[config.mk]
export PLATFORM = sky130hd
export DESIGN_NAME = dbg_monitor_tx
export DESIGN_NICKNAME = d
export VERILOG_FILES = /design/src/rtl/dbg_mon_pkg.sv /design/src/rtl/uart_tx_byte.sv /design/src/rtl/dbg_monitor_tx.sv
export SDC_FILE = /design/constraint.sdc
export NUM_CORES = 1
export LEC_CHECK = 0
export BUFFER_PORTS_ARGS = -buffer_cell sky130_fd_sc_hd__buf_2
export CAP_MARGIN = 20
export CORE_ASPECT_RATIO = 1.5
export CORE_MARGIN = 1
export CORE_UTILIZATION = 40
export DETAILED_ROUTE_END_ITERATION = 8
export PLACE_DENSITY = 0.6
export SLEW_MARGIN = 10
export SYNTH_ARGS = -nofsm -noshare
export SYNTH_HDL_FRONTEND = slang
export SYNTH_SLANG_ARGS = --single-unit
export TNS_END_PERCENT = 5
[constraint.sdc]
create_clock -name clock -period 2.6 [get_ports clock]
set_input_delay 0.13 -clock clock [delete_from_list [all_inputs] [get_ports clock]]
set_output_delay 0.13 -clock clock [all_outputs]
set_load 0.05 [all_outputs]
[src/rtl/dbg_mon_pkg.sv]
// Shared encodings and constants for the debug-monitor dump path.
package dbg_mon_pkg;

    typedef enum logic [1:0] {
        ST_IDLE    = 2'd0,
        ST_CAPTURE = 2'd1,
        ST_SEND    = 2'd2
    } state_t;

    localparam int NUM_DBG_REGS = 8;
    localparam int FRAME_CHARS  = 25;

    localparam logic [7:0] ASCII_SP   = 8'h20;
    localparam logic [7:0] ASCII_CR   = 8'h0D;
    localparam logic [7:0] ASCII_LF   = 8'h0A;
    localparam logic [7:0] ASCII_ZERO = 8'h30;
    localparam logic [7:0] ASCII_A    = 8'h41;

endpackage

[src/rtl/uart_tx_byte.sv]
// UART 8N1 byte transmitter; txd is registered, first start bit one edge after load.
// ready is high when idle or in the final cycle of a stop bit, so bytes can run back-to-back.
module uart_tx_byte #(
    parameter int CLKS_PER_BIT = 434
) (
    input  logic       clock,
    input  logic       reset,
    input  logic       load,
    input  logic [7:0] data,
    output logic       txd,
    output logic       ready
);

    localparam int CW = $clog2(CLKS_PER_BIT);
    localparam logic [CW-1:0] CNT_LAST = CW'(CLKS_PER_BIT - 1);

    logic          active;
    logic [CW-1:0] cnt;
    logic [3:0]    bit_idx;
    logic [7:0]    shreg;

    // bit_idx 0 is the start bit, 1..8 data LSB first, 9 the stop bit
    assign ready = !active || (bit_idx == 4'd9 && cnt == CNT_LAST);

    always_ff @(posedge clock or posedge reset) begin
        if (reset) begin
            txd     <= 1'b1;
            active  <= 1'b0;
            cnt     <= '0;
            bit_idx <= '0;
            shreg   <= '0;
        end else if (load && ready) begin
            shreg   <= data;
            txd     <= 1'b0;
            active  <= 1'b1;
            cnt     <= '0;
            bit_idx <= '0;
        end else if (active) begin
            if (cnt == CNT_LAST) begin
                cnt <= '0;
                if (bit_idx == 4'd9) begin
                    active  <= 1'b0;
                    txd     <= 1'b1;
                    bit_idx <= '0;
                end else begin
                    bit_idx <= bit_idx + 4'd1;
                    txd     <= (bit_idx == 4'd8) ? 1'b1 : shreg[bit_idx[2:0]];
                end
            end else begin
                cnt <= cnt + 1'b1;
            end
        end
    end

endmodule

[src/rtl/dbg_monitor_tx.sv]
// Snapshots the eight debug registers over 8 cycles, then sends them as one ASCII hex line.
// Latency: first start bit 9 edges after start is accepted; done 250*CLKS_PER_BIT edges later.
module dbg_monitor_tx
    import dbg_mon_pkg::*;
#(
    parameter int CLKS_PER_BIT = 434
) (
    input  logic       clock,
    input  logic       reset,
    input  logic       start,
    output logic       busy,
    output logic       done,
    output logic [2:0] dbg_addr,
    input  logic [7:0] dbg_data,
    output logic       txd
);

    localparam logic [4:0] CHAR_END = 5'(FRAME_CHARS);
    localparam logic [4:0] CHAR_CR  = 5'(FRAME_CHARS - 2);
    localparam logic [4:0] CHAR_LF  = 5'(FRAME_CHARS - 1);
    localparam logic [2:0] ADDR_LAST = 3'(NUM_DBG_REGS - 1);

    state_t     state;
    logic [7:0] snap [NUM_DBG_REGS];
    logic [4:0] char_idx;
    logic [2:0] reg_idx;
    logic [1:0] sub_idx;
    logic       uart_ready;
    logic       uart_load;
    logic [7:0] char_dat;
    logic [7:0] sel_reg;

    function automatic logic [7:0] hex_ascii(input logic [3:0] n);
        if (n < 4'd10) return ASCII_ZERO + {4'd0, n};
        else           return ASCII_A + {4'd0, n - 4'd10};
    endfunction

    // reg_idx/sub_idx track char_idx/3 and char_idx%3 without a divider
    always_comb begin
        sel_reg  = snap[reg_idx];
        char_dat = ASCII_SP;
        if (char_idx == CHAR_CR)      char_dat = ASCII_CR;
        else if (char_idx == CHAR_LF) char_dat = ASCII_LF;
        else if (sub_idx == 2'd0)     char_dat = hex_ascii(sel_reg[7:4]);
        else if (sub_idx == 2'd1)     char_dat = hex_ascii(sel_reg[3:0]);
    end

    assign uart_load = (state == ST_SEND) && (char_idx != CHAR_END);

    always_ff @(posedge clock or posedge reset) begin
        if (reset) begin
            state    <= ST_IDLE;
            busy     <= 1'b0;
            done     <= 1'b0;
            dbg_addr <= '0;
            char_idx <= '0;
            reg_idx  <= '0;
            sub_idx  <= '0;
            for (int i = 0; i < NUM_DBG_REGS; i++) snap[i] <= '0;
        end else begin
            done <= 1'b0;
            case (state)
                ST_IDLE: begin
                    if (start) begin
                        state    <= ST_CAPTURE;
                        busy     <= 1'b1;
                        dbg_addr <= '0;
                    end
                end
                ST_CAPTURE: begin
                    snap[dbg_addr] <= dbg_data;
                    if (dbg_addr == ADDR_LAST) begin
                        state    <= ST_SEND;
                        dbg_addr <= '0;
                        char_idx <= '0;
                        reg_idx  <= '0;
                        sub_idx  <= '0;
                    end else begin
                        dbg_addr <= dbg_addr + 3'd1;
                    end
                end
                ST_SEND: begin
                    if (uart_ready) begin
                        if (char_idx == CHAR_END) begin
                            state <= ST_IDLE;
                            busy  <= 1'b0;
                            done  <= 1'b1;
                        end else begin
                            char_idx <= char_idx + 5'd1;
                            if (sub_idx == 2'd2) begin
                                sub_idx <= '0;
                                reg_idx <= reg_idx + 3'd1;
                            end else begin
                                sub_idx <= sub_idx + 2'd1;
                            end
                        end
                    end
                end
                default: state <= ST_IDLE;
            endcase
        end
    end

    uart_tx_byte #(
        .CLKS_PER_BIT(CLKS_PER_BIT)
    ) u_uart (
        .clock(clock),
        .reset(reset),
        .load (uart_load),
        .data (char_dat),
        .txd  (txd),
        .ready(uart_ready)
    );

endmodule

==> out/results.txt <==
status: finished, final reports clean
maxcap violations: 0
Max Slew Vio Count: 0
startpoint types: flip-flop
HPWL after detailed placement: 7.953 mm
router iterations before antenna repair: 4
worst ir drop on vdd: 0.4092 mV
Setup crit end: u_uart.shreg[2]
Die X: 95.90 µm
crit-path max FO: 4
io pins: 17
slowest CP cell: mux4_1
CP startpoint: reg_idx[0]
Worst Path Arrival: 2.61 ns
top cells by area, synth: dfrtp_1 48%, mux2_2 14%, mux4_1 5.5%
final WL: 11.18 mm
Mean Syn Cell Area: 12.45 µm²
global-route wire length before repair: 18.91 mm
leading area contributor after synthesis: dfrtp_1
# rows: 51
Critical Setup Path Class: reg -> reg
initial drt markers: 109
area growth from synthesis to layout: 13.13%
Crit path buffers/inverters: 2
CTS Root Cell: clkbuf_16
Top FF cell, synth: dfrtp_1
Post-CTS Resized: 0
pin count of the biggest net entering global routing: 104
Max Clock Skew: 0.005967 ns
Final nets: 479
FILL cells: 1,183
drt wl/cell: 18.06 µm
CTS tree: yes
number of port buffers: 16
EDFF count, synth: 0
GRT Residual Overflow: 0
post-CTS repair timing setup buffer count: 0
minimum clock period: 2.409 ns
CP dominant cell by count: a221oi_1
CTS Sinks: 103
Core Box Area: 12,950 µm²
worst reg-to-reg path cell count: 8
syn_nets: 449
CP Depth: 8
Critical Path Sink Type: flip-flop
crit-path cells: buf_4 -> mux4_1 -> mux2i_1 -> inv_1 -> ha_1 -> xnor2_1 -> a221oi_1 -> a221oi_1
Max Clk Rate: 415.1 MHz
delay-heaviest family, CP: multiplexers
routed vias: 3,445
Antenna Nets Post-Route: 0
setup total negative slack: 0 ns
Worst slew margin: 0.6138
clock latency on the worst-skew pair: 0.34 ns
Chip Height: 142.8 µm
FFs w/ async S/R, synth: 1.000
vias in the first global route: 3,745
Final Cycle Share: 0.9266
Hold-fix buffers, CTS: 1
Worst-path clk slew: 0.07 ns
reg-to-reg endpoint: u_uart.shreg[2]
initial antenna violation count: 0
RSZ-0062 raised after global routing: false
reg2reg setup slack: 0.19 ns
Pleak: 0.002517 µW
post-synthesis sequential area ratio: 0.4875
Gate Count Post-Synth: 425
H-tree levels: 3
final hold vios: 0
final hold slack: 0.06264 ns
Synth top area share: 0.4825
number of CTS-inserted buffers: 9
delay of the slowest critical-path stage: 0.57 ns
Synthesis Warnings: 0
Die Area: 13,700 µm²
Crit path required time: 2.80 ns
Power Dens Cells: 557.1 nW/µm²
Worst Hold Depth: 3
DRC viols: 0
gpl congestion: 0.8183
Cell variety after synth: 62
share of cells above drive strength 1: 0.2848
# diodes: 0
Yosys reg bits: 103
worst slew pin tran: 0.5793 ns
number of setup violations in the final report: 0
Hold Crit Class: in -> reg
Via density: 5.565
Synth Cell Area: 5290 µm²
R2R Path Start: reg_idx[0]
Total GRT Usage: 0.1817
Clock Tree Buf Depth: 2
starting density of the core: 0.4084
[worst min-delay path by stage]
| stage | to | startpoint | slack (ns) |
|---|---|---|---|
| after floorplan | snap[56] | dbg_data[0] | 0.28 |
| after global placement | done | reset | 0.32 |
| after detailed placement | done | reset | 0.33 |
| after CTS | state[0] | start | 0.06 |
| after global routing | state[0] | start | 0.08 |
| final | state[0] | start | 0.06 |
[state kept, by name, summed over array words and instances (netlist names), 2 cells and up]
register and count:
snap 64, sub_idx 2, state 2, u_uart.bit_idx 4, reg_idx 3, u_uart.shreg 7, u_uart.cnt 9, char_idx 5
dbg_addr 3
[layout by cell type, fill, tap and decap left out, types with 5 or more instances in the layout]
master	count
xnor2_1	5
inv_1	12
mux2_2	68
o21ai_0	12
nor2_1	30
nor2b_1	6
mux4_1	11
buf_2	16
mux2i_1	17
ha_1	13
buf_4	15
nand3_1	8
dfrtp_1	102
nand2b_1	5
clkbuf_16	9
nand2_1	27
xor2_1	8
a22oi_1	5
nand3b_1	6
[tightest hold or removal path: cells and delay by family]
kind | cells | cell delay [ns]
AO/OA/AOI/OAI | 1 | 0.06
AND/OR/NAND/NOR | 1 | 0.07
buffers and inverters | 1 | 0.10
[through the flow]
stage                 util  std cells  total power [µW]  setup WS, ns  instance area (µm²)
floorplan                -        425              1842        0.3206                 5294
global placement    0.4365        602              1903        0.2830                 5654
detailed placement  0.4365        602              1911        0.2223                 5654
CTS                 0.4620        619              3366        0.1960                 5984
global route        0.4620        619              3456       0.04126                 5984
finish              0.4620        619              3334        0.1909                 5984
[Yosys cell counts (all sizes together) (4+ instances only)]
library cell,instances
inv,13
xor2,8
nand2,27
a22oi,5
mux2,68
mux2i,19
mux4,12
and4b,4
nand3b,6
a32o,4
ha,13
xnor2,5
clkbuf,11
o21ai,13
dfrtp,102
nor2b,6
nand3,8
nor2,30
nand2b,5
nor3,5
buf,5
[area by class of cell]
| cell class | count | area [µm²] | share of cell area |
|---|---|---|---|
| Clock buffer | 9 | 225.2 | 0.03763 |
| Clock inverter | 7 | 95.09 | 0.01589 |
| Inverter | 13 | 52.55 | 0.008781 |
| Multi-Input combinational cell | 293 | 2571 | 0.4296 |
| Sequential cell | 103 | 2579 | 0.4309 |
| Tap cell | 159 | 198.9 | 0.03324 |
| Timing Repair Buffer | 35 | 262.8 | 0.04391 |
[where the power goes]
part | total, µW | internal [µW] | switching (µW) | leakage (µW)
clock | 1450 | 848 | 606 | 0.000156
combinational | 190 | 92.3 | 98.0 | 0.00113
sequential | 1690 | 1660 | 30.8 | 0.00123
[kinds of logic (layout without fill, tap and decap cells)]
kind of cell	count (synthesis)	after routing	synth area share
simple gates	113	113	0.1154
mux	99	99	0.2427
fa+ha+maj	13	13	0.03075
buf+inv	29	64	0.02649
xor+xnor	13	13	0.02152
compound gates	55	55	0.07569
flops	103	103	0.4875
[layer usage]
layer,vias up,GRT usage,wire [µm]
met5,-,0,0
met4,0,0.08562,364
met3,25,0.02769,205
met2,47,0.3237,5961
met1,1748,0.2091,4645
li1,1625,-,-
(Power assumes the default switching activity.)
